### config.mk
export PLATFORM = sky130hd
export DESIGN_NAME = rng_card_dealer
export DESIGN_NICKNAME = d
export VERILOG_FILES = /design/src/rtl/rng_pkg.sv /design/src/rtl/rng_deck_tracker.sv /design/src/rtl/rng_card_dealer.sv
export SDC_FILE = /design/constraint.sdc
export NUM_CORES = 1
export LEC_CHECK = 0
export ABC_AREA = 1
export BUFFER_PORTS_ARGS = -buffer_cell sky130_fd_sc_hd__buf_4
export CAP_MARGIN = 30
export CORE_MARGIN = 3
export CORE_UTILIZATION = 55
export CTS_CLUSTER_DIAMETER = 60
export DETAILED_ROUTE_END_ITERATION = 10
export PLACE_DENSITY_LB_ADDON = 0.1
export SLEW_MARGIN = 10
export SYNTH_ARGS = -nofsm -noshare
export SYNTH_HDL_FRONTEND = slang
export SYNTH_SLANG_ARGS = --single-unit
### constraint.sdc
create_clock -name clk_dl_i -period 3.3 [get_ports clk_dl_i]
set_input_delay 0.495 -clock clk_dl_i [delete_from_list [all_inputs] [get_ports clk_dl_i]]
set_output_delay 0.495 -clock clk_dl_i [all_outputs]
set_load 0.02 [all_outputs]
### src/rtl/rng_pkg.sv
// Shared definitions for the RNG card-dealing path: FSM state encoding,
// default deck geometry and the card index type used by the RNG datapath.
package rng_pkg;

  localparam int CARD_W_DEF    = 6;
  localparam int DECK_SIZE_DEF = 52;

  typedef logic [CARD_W_DEF-1:0] card_idx_t;

  typedef enum logic [2:0] {
    ST_IDLE  = 3'd0,
    ST_REQ   = 3'd1,
    ST_CHECK = 3'd2,
    ST_OUT   = 3'd3,
    ST_DONE  = 3'd4
  } state_t;

endpackage

### src/rtl/rng_deck_tracker.sv
// Deck bookkeeping: one mask bit per dealt card plus a registered count of
// the cards still available. Out-of-range queries report "taken".
module rng_deck_tracker
  import rng_pkg::*;
#(
  parameter int CARD_W    = CARD_W_DEF,
  parameter int DECK_SIZE = DECK_SIZE_DEF
) (
  input  logic              clk,
  input  logic              rst_b,
  input  logic              clear,
  input  logic              set,
  input  logic [CARD_W-1:0] set_idx,
  input  logic [CARD_W-1:0] query_idx,
  output logic              taken,
  output logic [5:0]        cards_left,
  output logic              deck_empty
);

  logic [DECK_SIZE-1:0] mask;
  logic                 query_in_range;
  logic                 set_in_range;

  assign query_in_range = int'(query_idx) < DECK_SIZE;
  assign set_in_range   = int'(set_idx) < DECK_SIZE;
  assign taken          = query_in_range ? mask[query_idx] : 1'b1;

  always_ff @(posedge clk) begin
    if (!rst_b) begin
      mask       <= '0;
      cards_left <= 6'(DECK_SIZE);
      deck_empty <= 1'b0;
    end else if (clear) begin
      mask       <= '0;
      cards_left <= 6'(DECK_SIZE);
      deck_empty <= 1'b0;
    end else if (set && set_in_range && !mask[set_idx] && cards_left != 6'd0) begin
      // the count saturates at zero so it can never wrap
      mask[set_idx] <= 1'b1;
      cards_left    <= cards_left - 6'd1;
      deck_empty    <= (cards_left == 6'd1);
    end
  end

endmodule

### src/rtl/rng_card_dealer.sv
// Requests random values from the RNG, turns them into distinct cards drawn
// without replacement and hands them to the game logic over valid/ready.
//
// state    | meaning
// ---------+------------------------------------------------------------
// IDLE     | waiting for an acceptable deal_start_i; deck refill allowed
// REQ      | req_card_o high, waiting for rng_valid_i (bounded by TIMEOUT)
// CHECK    | reject out-of-range/duplicate value or claim the card
// OUT      | card_valid_o held until card_ready_i
// DONE     | one-cycle done_o pulse, then IDLE
module rng_card_dealer
  import rng_pkg::*;
#(
  parameter int CARD_W    = CARD_W_DEF,
  parameter int DECK_SIZE = DECK_SIZE_DEF,
  parameter int HAND_MAX  = 8,
  parameter int TIMEOUT   = 16
) (
  input  logic              clk_dl_i,
  input  logic              rst_dl_i,
  input  logic              deal_start_i,
  input  logic [3:0]        hand_size_i,
  input  logic              new_deck_i,
  output logic              req_card_o,
  input  logic              rng_valid_i,
  input  logic [CARD_W-1:0] rng_data_i,
  output logic [CARD_W-1:0] card_o,
  output logic              card_valid_o,
  input  logic              card_ready_i,
  output logic              busy_o,
  output logic              done_o,
  output logic              deck_empty_o,
  output logic              timeout_err_o,
  output logic [5:0]        cards_left_o
);

  localparam int TMO_W = (TIMEOUT > 1) ? $clog2(TIMEOUT) : 1;
  localparam logic [TMO_W-1:0] TMO_LAST = TMO_W'(TIMEOUT - 1);

  state_t            state;
  logic [3:0]        hand_q;
  logic [3:0]        dealt_q;
  logic [TMO_W-1:0]  tmo_cnt;
  logic [CARD_W-1:0] rng_q;

  logic              deck_clear;
  logic              deck_set;
  logic              taken;
  logic [5:0]        eff_left;
  logic              start_ok;

  assign deck_clear = (state == ST_IDLE) && new_deck_i;
  assign deck_set   = (state == ST_CHECK) && !taken;

  // a same-cycle refill is applied before the start is judged
  always_comb begin
    eff_left = new_deck_i ? 6'(DECK_SIZE) : cards_left_o;
    start_ok = (state == ST_IDLE) && deal_start_i &&
               (hand_size_i != 4'd0) && (hand_size_i <= 4'(HAND_MAX)) &&
               ({2'b00, hand_size_i} <= eff_left);
  end

  rng_deck_tracker #(
    .CARD_W    (CARD_W),
    .DECK_SIZE (DECK_SIZE)
  ) u_deck (
    .clk        (clk_dl_i),
    .rst_b      (rst_dl_i),
    .clear      (deck_clear),
    .set        (deck_set),
    .set_idx    (rng_q),
    .query_idx  (rng_q),
    .taken      (taken),
    .cards_left (cards_left_o),
    .deck_empty (deck_empty_o)
  );

  always_ff @(posedge clk_dl_i) begin
    if (!rst_dl_i) begin
      state         <= ST_IDLE;
      req_card_o    <= 1'b0;
      card_valid_o  <= 1'b0;
      card_o        <= '0;
      busy_o        <= 1'b0;
      done_o        <= 1'b0;
      timeout_err_o <= 1'b0;
      hand_q        <= 4'd0;
      dealt_q       <= 4'd0;
      tmo_cnt       <= '0;
      rng_q         <= '0;
    end else begin
      done_o <= 1'b0;
      case (state)
        ST_IDLE: begin
          if (start_ok) begin
            hand_q        <= hand_size_i;
            dealt_q       <= 4'd0;
            timeout_err_o <= 1'b0;
            tmo_cnt       <= '0;
            req_card_o    <= 1'b1;
            busy_o        <= 1'b1;
            state         <= ST_REQ;
          end
        end
        ST_REQ: begin
          if (rng_valid_i) begin
            rng_q      <= rng_data_i;
            req_card_o <= 1'b0;
            state      <= ST_CHECK;
          end else if (tmo_cnt == TMO_LAST) begin
            // abort keeps already-dealt cards out of the deck
            req_card_o    <= 1'b0;
            busy_o        <= 1'b0;
            timeout_err_o <= 1'b1;
            state         <= ST_IDLE;
          end else begin
            tmo_cnt <= tmo_cnt + 1'b1;
          end
        end
        ST_CHECK: begin
          if (taken) begin
            tmo_cnt    <= '0;
            req_card_o <= 1'b1;
            state      <= ST_REQ;
          end else begin
            card_o       <= rng_q;
            card_valid_o <= 1'b1;
            state        <= ST_OUT;
          end
        end
        ST_OUT: begin
          if (card_ready_i) begin
            card_valid_o <= 1'b0;
            dealt_q      <= dealt_q + 4'd1;
            if (dealt_q + 4'd1 == hand_q) begin
              done_o <= 1'b1;
              state  <= ST_DONE;
            end else begin
              tmo_cnt    <= '0;
              req_card_o <= 1'b1;
              state      <= ST_REQ;
            end
          end
        end
        ST_DONE: begin
          busy_o <= 1'b0;
          state  <= ST_IDLE;
        end
        default: begin
          req_card_o   <= 1'b0;
          card_valid_o <= 1'b0;
          busy_o       <= 1'b0;
          state        <= ST_IDLE;
        end
      endcase
    end
  end

endmodule
==> impl_metrics.toml, run 1 <==
[hold_path]
hold_end = "state[2]"
worstHoldPathCells = 3
hold_start = "card_ready_i"
min_path_type = "primary input to register"

[timing]
rsz0062_at_grt = "false"
fin_ws_ns = 0.782
worst_pin_slew_ns = 0.630
layout_min_cycle_time_ns = 2.52
final.period_utilization_pct = 76.3
max_freq_mhz = 397
tns_ns = 0
skew_ns = 0.00776
timing.hold.ws_ns = 0.409
hold_viol = 0
report.final.setup_viol = 0
drv_slew = 0
relSlewSlack_pct = 57.8

[placement]
place_area_um2 = 5140
placed_cells = 827
numPortBuffers = 33
post-place-ws_ns = 0.792
hpwlAfterDp_um = 8250
place_congestion = 0.899

[grt]
grt_util_all_layers_pct = 24.0
grt_overflow = 0
grt_pass1_vias = 4363
grt_pass1_wl_um = 20100
grt_start_max_net_pins = 60
antenna_found_initial = 0

[clocking]
postCtsSetupBuffers = 0
clk_latency_ns = 0.36
htreeDepth = 3
cts_resized = 0
clkSinkCount = 91
cts_tree = "done"
path_clk_slew_ns = 0.09
cts_hold_buffers = 0
cts_buffers = 9
cts_buffer_depth = 2
clockRootBuffer = "clkbuf_8"

[floorplan]
die_y_um = 101
die-area_um2 = 10100
initial_core_util_pct = 58.1
io_pins = 34
num_rows = 33
coreArea_um2 = 8460
die-width_um = 101

[status]
status = "finished clean"

[synth]
synth_area_per_cell_um2 = 6.84
synth_edf_count = 0
async_flop_share_pct = 0
yosys-top-cells-count = "nand2_1 (135), inv_1 (100), dfxtp_1 (91), nor2_1 (86), a21oi_1 (83)"
synthDominantCellAreaShare_pct = 37.0
synthFlopType = "dfxtp_1"
ys_seq_elements = 91
ys_seq_area_share_pct = 37.0
yosysMostFrequentCell = "nand2_1"
syn_area_um2 = 4920
synth_cell_type_count = 32
synthesis.nets = 743
synth_top_cell_by_area = "dfxtp_1"
ys_warn_count = 0
syn_inst = 719
synth.area.top_cells = "dfxtp_1 (37%), nand2_1 (10%), a21oi_1 (8.4%)"

[route]
antenna_left = 0
wire_per_inst_um = 14.0
drt_iter0_markers = 272
vias = 4680
via_per_inst = 5.55
drc = 0
routed_wl_um = 11800
first_pass_iters = 5

[power_and_ir_drop]
comb_power_share_pct = 21.5
p_sw_mw = 0.806
p_leak_nw = 2.22
pwr-share-clk_pct = 32.1
power_mw = 2.53
ir_drop_mv = 0.253
seq_power_share_pct = 46.4
p_sw_share_pct = 31.9
powerDensity_nw_per_um2 = 473
intPower_mw = 1.72

[critical_path]
startpoint_type = "register"
arrival_ns = 2.81
r2r_start = "rng_q[0]"
critPathCaptureType = "register"
ff2ff_setup_slack_ns = 0.78
worstPathRequired_ns = 3.59
r2r_cells = 13
path_max_fanout = 28
crit_type = "register to register"
r2r-end = "u_deck.mask[38]"

[job]
cap_viol_max_count = 0

[finish]
drive_gt1_share_pct = 10.7
syn_to_final_growth_pct = 8.67
diodes = 0
fin_area_um2 = 5350
utilization_pct = 63.2
layout.nets = 757
fin_cells = 843
==> kinds of logic (layout without fill, tap and decap cells) <==
group / after synthesis / count (layout) / share of synthesized area, %
DFF: 91 / 91 / 37.0
AOI/OAI and AO/OA: 110 / 110 / 11.6
and+or+nand+nor: 358 / 358 / 33.9
adders and majority gates: 8 / 8 / 2.03
xor gates and xnor gates: 10 / 10 / 1.78
buffers and inverters: 142 / 161 / 13.6
==> metal layers <==
layer / GRT usage [%] / share of wire (%) / vias up / wire length [um]
met3: 4.36 / 5.2 / 19 / 616
met1: 33.5 / 48 / 2165 / 5660
met2: 37.5 / 45 / 121 / 5320
li1: - / - / 2375 / -
met4: 8.19 / 1.6 / 0 / 183
met5: 0 / 0 / - / 0
==> cells in the final DEF (no fill, tap or decap), types with 2 or more instances in the layout <==
cell type  Yosys  routed
nand2_1      135     135
inv_1        100     100
dfxtp_1       91      91
nor2_1        86      85
a21oi_1       83      83
nand4_1       61      61
nand3_1       52      52
buf_4          5      37
o21ai_0       15      14
nor3_1         9       9
clkbuf_8       0       9
ha_1           8       8
xor2_1         7       7
inv_2          4       4
nor2_4         3       4
o21ai_1        4       4
nand2_2        3       3
xnor2_1        3       3
nor2_2         3       3
o21ai_2        3       3
buf_12         0       3
o21bai_1       2       2
nand3_2        2       2
a31oi_1        2       2
clkinv_2       0       2
bufinv_16      0       2
clkbuf_1       9       2
==> power groups by stage <==
stage / combinational, mW / sequential, mW / clock, mW
after floorplan: 0.416 / 1.20 / 0
after global placement: 0.527 / 1.20 / 0
after detailed placement: 0.536 / 1.20 / 0
after CTS: 0.539 / 1.17 / 0.828
after global routing: 0.603 / 1.18 / 0.881
final: 0.544 / 1.17 / 0.813
==> sequential cells by signal (all words and copies together) (netlist names) <==
name and flops:
u_deck.mask 52, card_o 6, rng_q 6, u_deck.cards_left 6, dealt_q 4, hand_q 4
tmo_cnt 4, state 3, busy_o 1, card_valid_o 1, done_o 1, req_card_o 1
timeout_err_o 1, u_deck.deck_empty 1
==> area by class of cell <==
class	instances	area, um^2
flip-flops and latches	91	1820
fillers	810	3120
inverters	105	399
clock inverters	5	77.6
repair buffers	40	338
well taps	105	131
clock buffers	11	131
multi-input cells	486	2450
==> critical path: stages, from the launching register on <==
cell and delay, ns:
dfxtp_1 0.48, buf_12 0.25, inv_6 0.17, nand2_1 0.09
nand3_1 0.08, nand2_1 0.06, o21ai_1 0.21, nand2_1 0.13
inv_2 0.07, nand2_2 0.08, nor2_8 0.36, buf_12 0.21
nand4_1 0.08, a21oi_1 0.16
==> worst max-delay path by stage <==
stage                    start           endpoint  slack, ns  depth (start not counted)
finish                rng_q[0]    u_deck.mask[38]       0.78                         13
global route          rng_q[0]  u_deck.deck_empty       0.55                         13
CTS                   rng_q[0]    u_deck.mask[36]       0.81                         13
detailed placement  new_deck_i         dealt_q[1]       0.79                         16
global placement    new_deck_i         tmo_cnt[2]       0.87                         16
floorplan           new_deck_i         tmo_cnt[2]       1.25                         15
(Power assumes the default switching activity.)
==> inputs of run 2 (changes only) <==
==> constraint.sdc (replaced) <==
create_clock -name clk_dl_i -period 2.3 [get_ports clk_dl_i]
set_input_delay 0.345 -clock clk_dl_i [delete_from_list [all_inputs] [get_ports clk_dl_i]]
set_output_delay 0.345 -clock clk_dl_i [all_outputs]
set_load 0.02 [all_outputs]
==> impl_metrics.toml, run 2 (synthesis gave the netlist of run 1 again) <==
[status]
status = "finished clean"

[clocking]
clk_latency_ns = 0.36
cts_hold_buffers = 0
cts_tree = "done"
clkSinkCount = 91
cts_buffer_depth = 2
path_clk_slew_ns = 0.09
cts_buffers = 9
clockRootBuffer = "clkbuf_8"
htreeDepth = 3

[grt]
antenna_found_initial = 0
grt_pass1_vias = 4331
grt_util_all_layers_pct = 25.3
grt_start_max_net_pins = 57
grt_pass1_wl_um = 20900
grt_overflow = 0

[floorplan]
die-width_um = 101
die_y_um = 101
initial_core_util_pct = 58.1
die-area_um2 = 10100
io_pins = 34
num_rows = 33
coreArea_um2 = 8460

[route]
drc = 0
first_pass_iters = 5
vias = 4764
drt_iter0_markers = 348
routed_wl_um = 12400
wire_per_inst_um = 14.7
via_per_inst = 5.64
antenna_left = 0

[power_and_ir_drop]
ir_drop_mv = 0.327
power_mw = 3.70
p_leak_nw = 2.24
powerDensity_nw_per_um2 = 687

[finish]
syn_to_final_growth_pct = 9.59
final_cell_mix = "nand2_1 (135), inv_1 (100), dfxtp_1 (91)"
seqCellArea_um2 = 1820
largest_reg_flops = 52
drive_gt1_share_pct = 11.2
layout_commonest_cell = "nand2_1"
diodes = 0
multiInputGateArea_um2 = 2450
fillerInstances = 786
layout.nets = 760
top_register = "u_deck.mask"

[critical_path]
crit_type = "register to register"
arrival_ns = 2.31
cp.depth = 13
critPathCaptureType = "register"
cp_num_buf_inv = 2
startpoint_type = "register"
cp_slowest_cell = "dfxtp_1"
path_max_fanout = 33
critPathTopFamily = "simple AND/OR/NAND/NOR gates"
slowest_delay_ns = 0.33
crit_chain = "buf_12, inv_6, nand2_1, nand3_1, nand2_1, o21ai_1, nand2_1, nor2_2, nand3_4, nand2_1, nand2_1, nand2_1, nor2_1"
worstPathRequired_ns = 2.54
cpMostUsedCell = "nand2_1"
r2r_cells = 13

[timing]
timing.hold.ws_ns = 0.259
relSlewSlack_pct = 64.2
layout_min_cycle_time_ns = 2.07
tns_ns = 0
hold_viol = 0
skew_ns = 0.00914
report.final.setup_viol = 0
drv_slew = 0
rsz0062_at_grt = "false"
max_freq_mhz = 483
final.period_utilization_pct = 90.0
worst_pin_slew_ns = 0.537

[placement]
hpwlAfterDp_um = 8380
place_congestion = 0.881
numPortBuffers = 33

[hold_path]
worstHoldPathCells = 3
min_path_type = "primary input to register"

[job]
cap_viol_max_count = 0
[run 2: tightest hold or removal path: stages]
cell	delay (ns)
buf_4	0.12
nand2_1	0.07
nor2_1	0.04
[run 2: worst paths after layout]
check	slack (ns)	endpoint	start
min reg2reg	0.45	u_deck.mask[50]	u_deck.mask[50]
min	0.26	done_o	card_ready_i
max	0.23	tmo_cnt[1]	rng_q[0]
max reg2reg	0.23	tmo_cnt[1]	rng_q[0]
[run 2: where the power goes]
part	total [mW]	switching, mW	internal, mW	leakage, nW
clock	1.20	0.567	0.637	0.102
combinational	0.821	0.567	0.254	1.40
sequential	1.68	0.0539	1.63	0.735
[run 2: stage by stage]
step	setup WS [ns]	cell area (um^2)	util [%]	instances
2_1_floorplan	0.297	4920	-	719
3_3_place_gp	0.131	5170	61.1	830
3_5_place_dp	0.0736	5170	61.1	830
4_1_cts	0.155	5390	63.7	845
5_1_grt	0.0104	5390	63.7	845
6_report	0.231	5390	63.7	845
[run 2: metal layers]
metal  vias up  GRT usage, %  part of all wire [%]
met2       189          39.4                    46
met5         -             0                     0
met3        18          4.78                   7.4
li1       2369             -                     -
met4         0          7.25                   1.2
met1      2188          35.8                    45
[run 2: what timing repair did]
| action | in CTS | in global routing |
|---|---|---|
| resized for setup | 0 | 1 |
| setup endpoints to repair | 0 | 3 |
| setup buffers | 0 | 0 |
[run 2: cell type report]
type | count | area share [%]
Clock buffer | 11 | 2.62
Clock inverter | 4 | 1.39
Inverter | 105 | 7.40
Multi-Input combinational cell | 486 | 45.4
Sequential cell | 91 | 33.8
Tap cell | 105 | 2.44
Timing Repair Buffer | 43 | 6.92
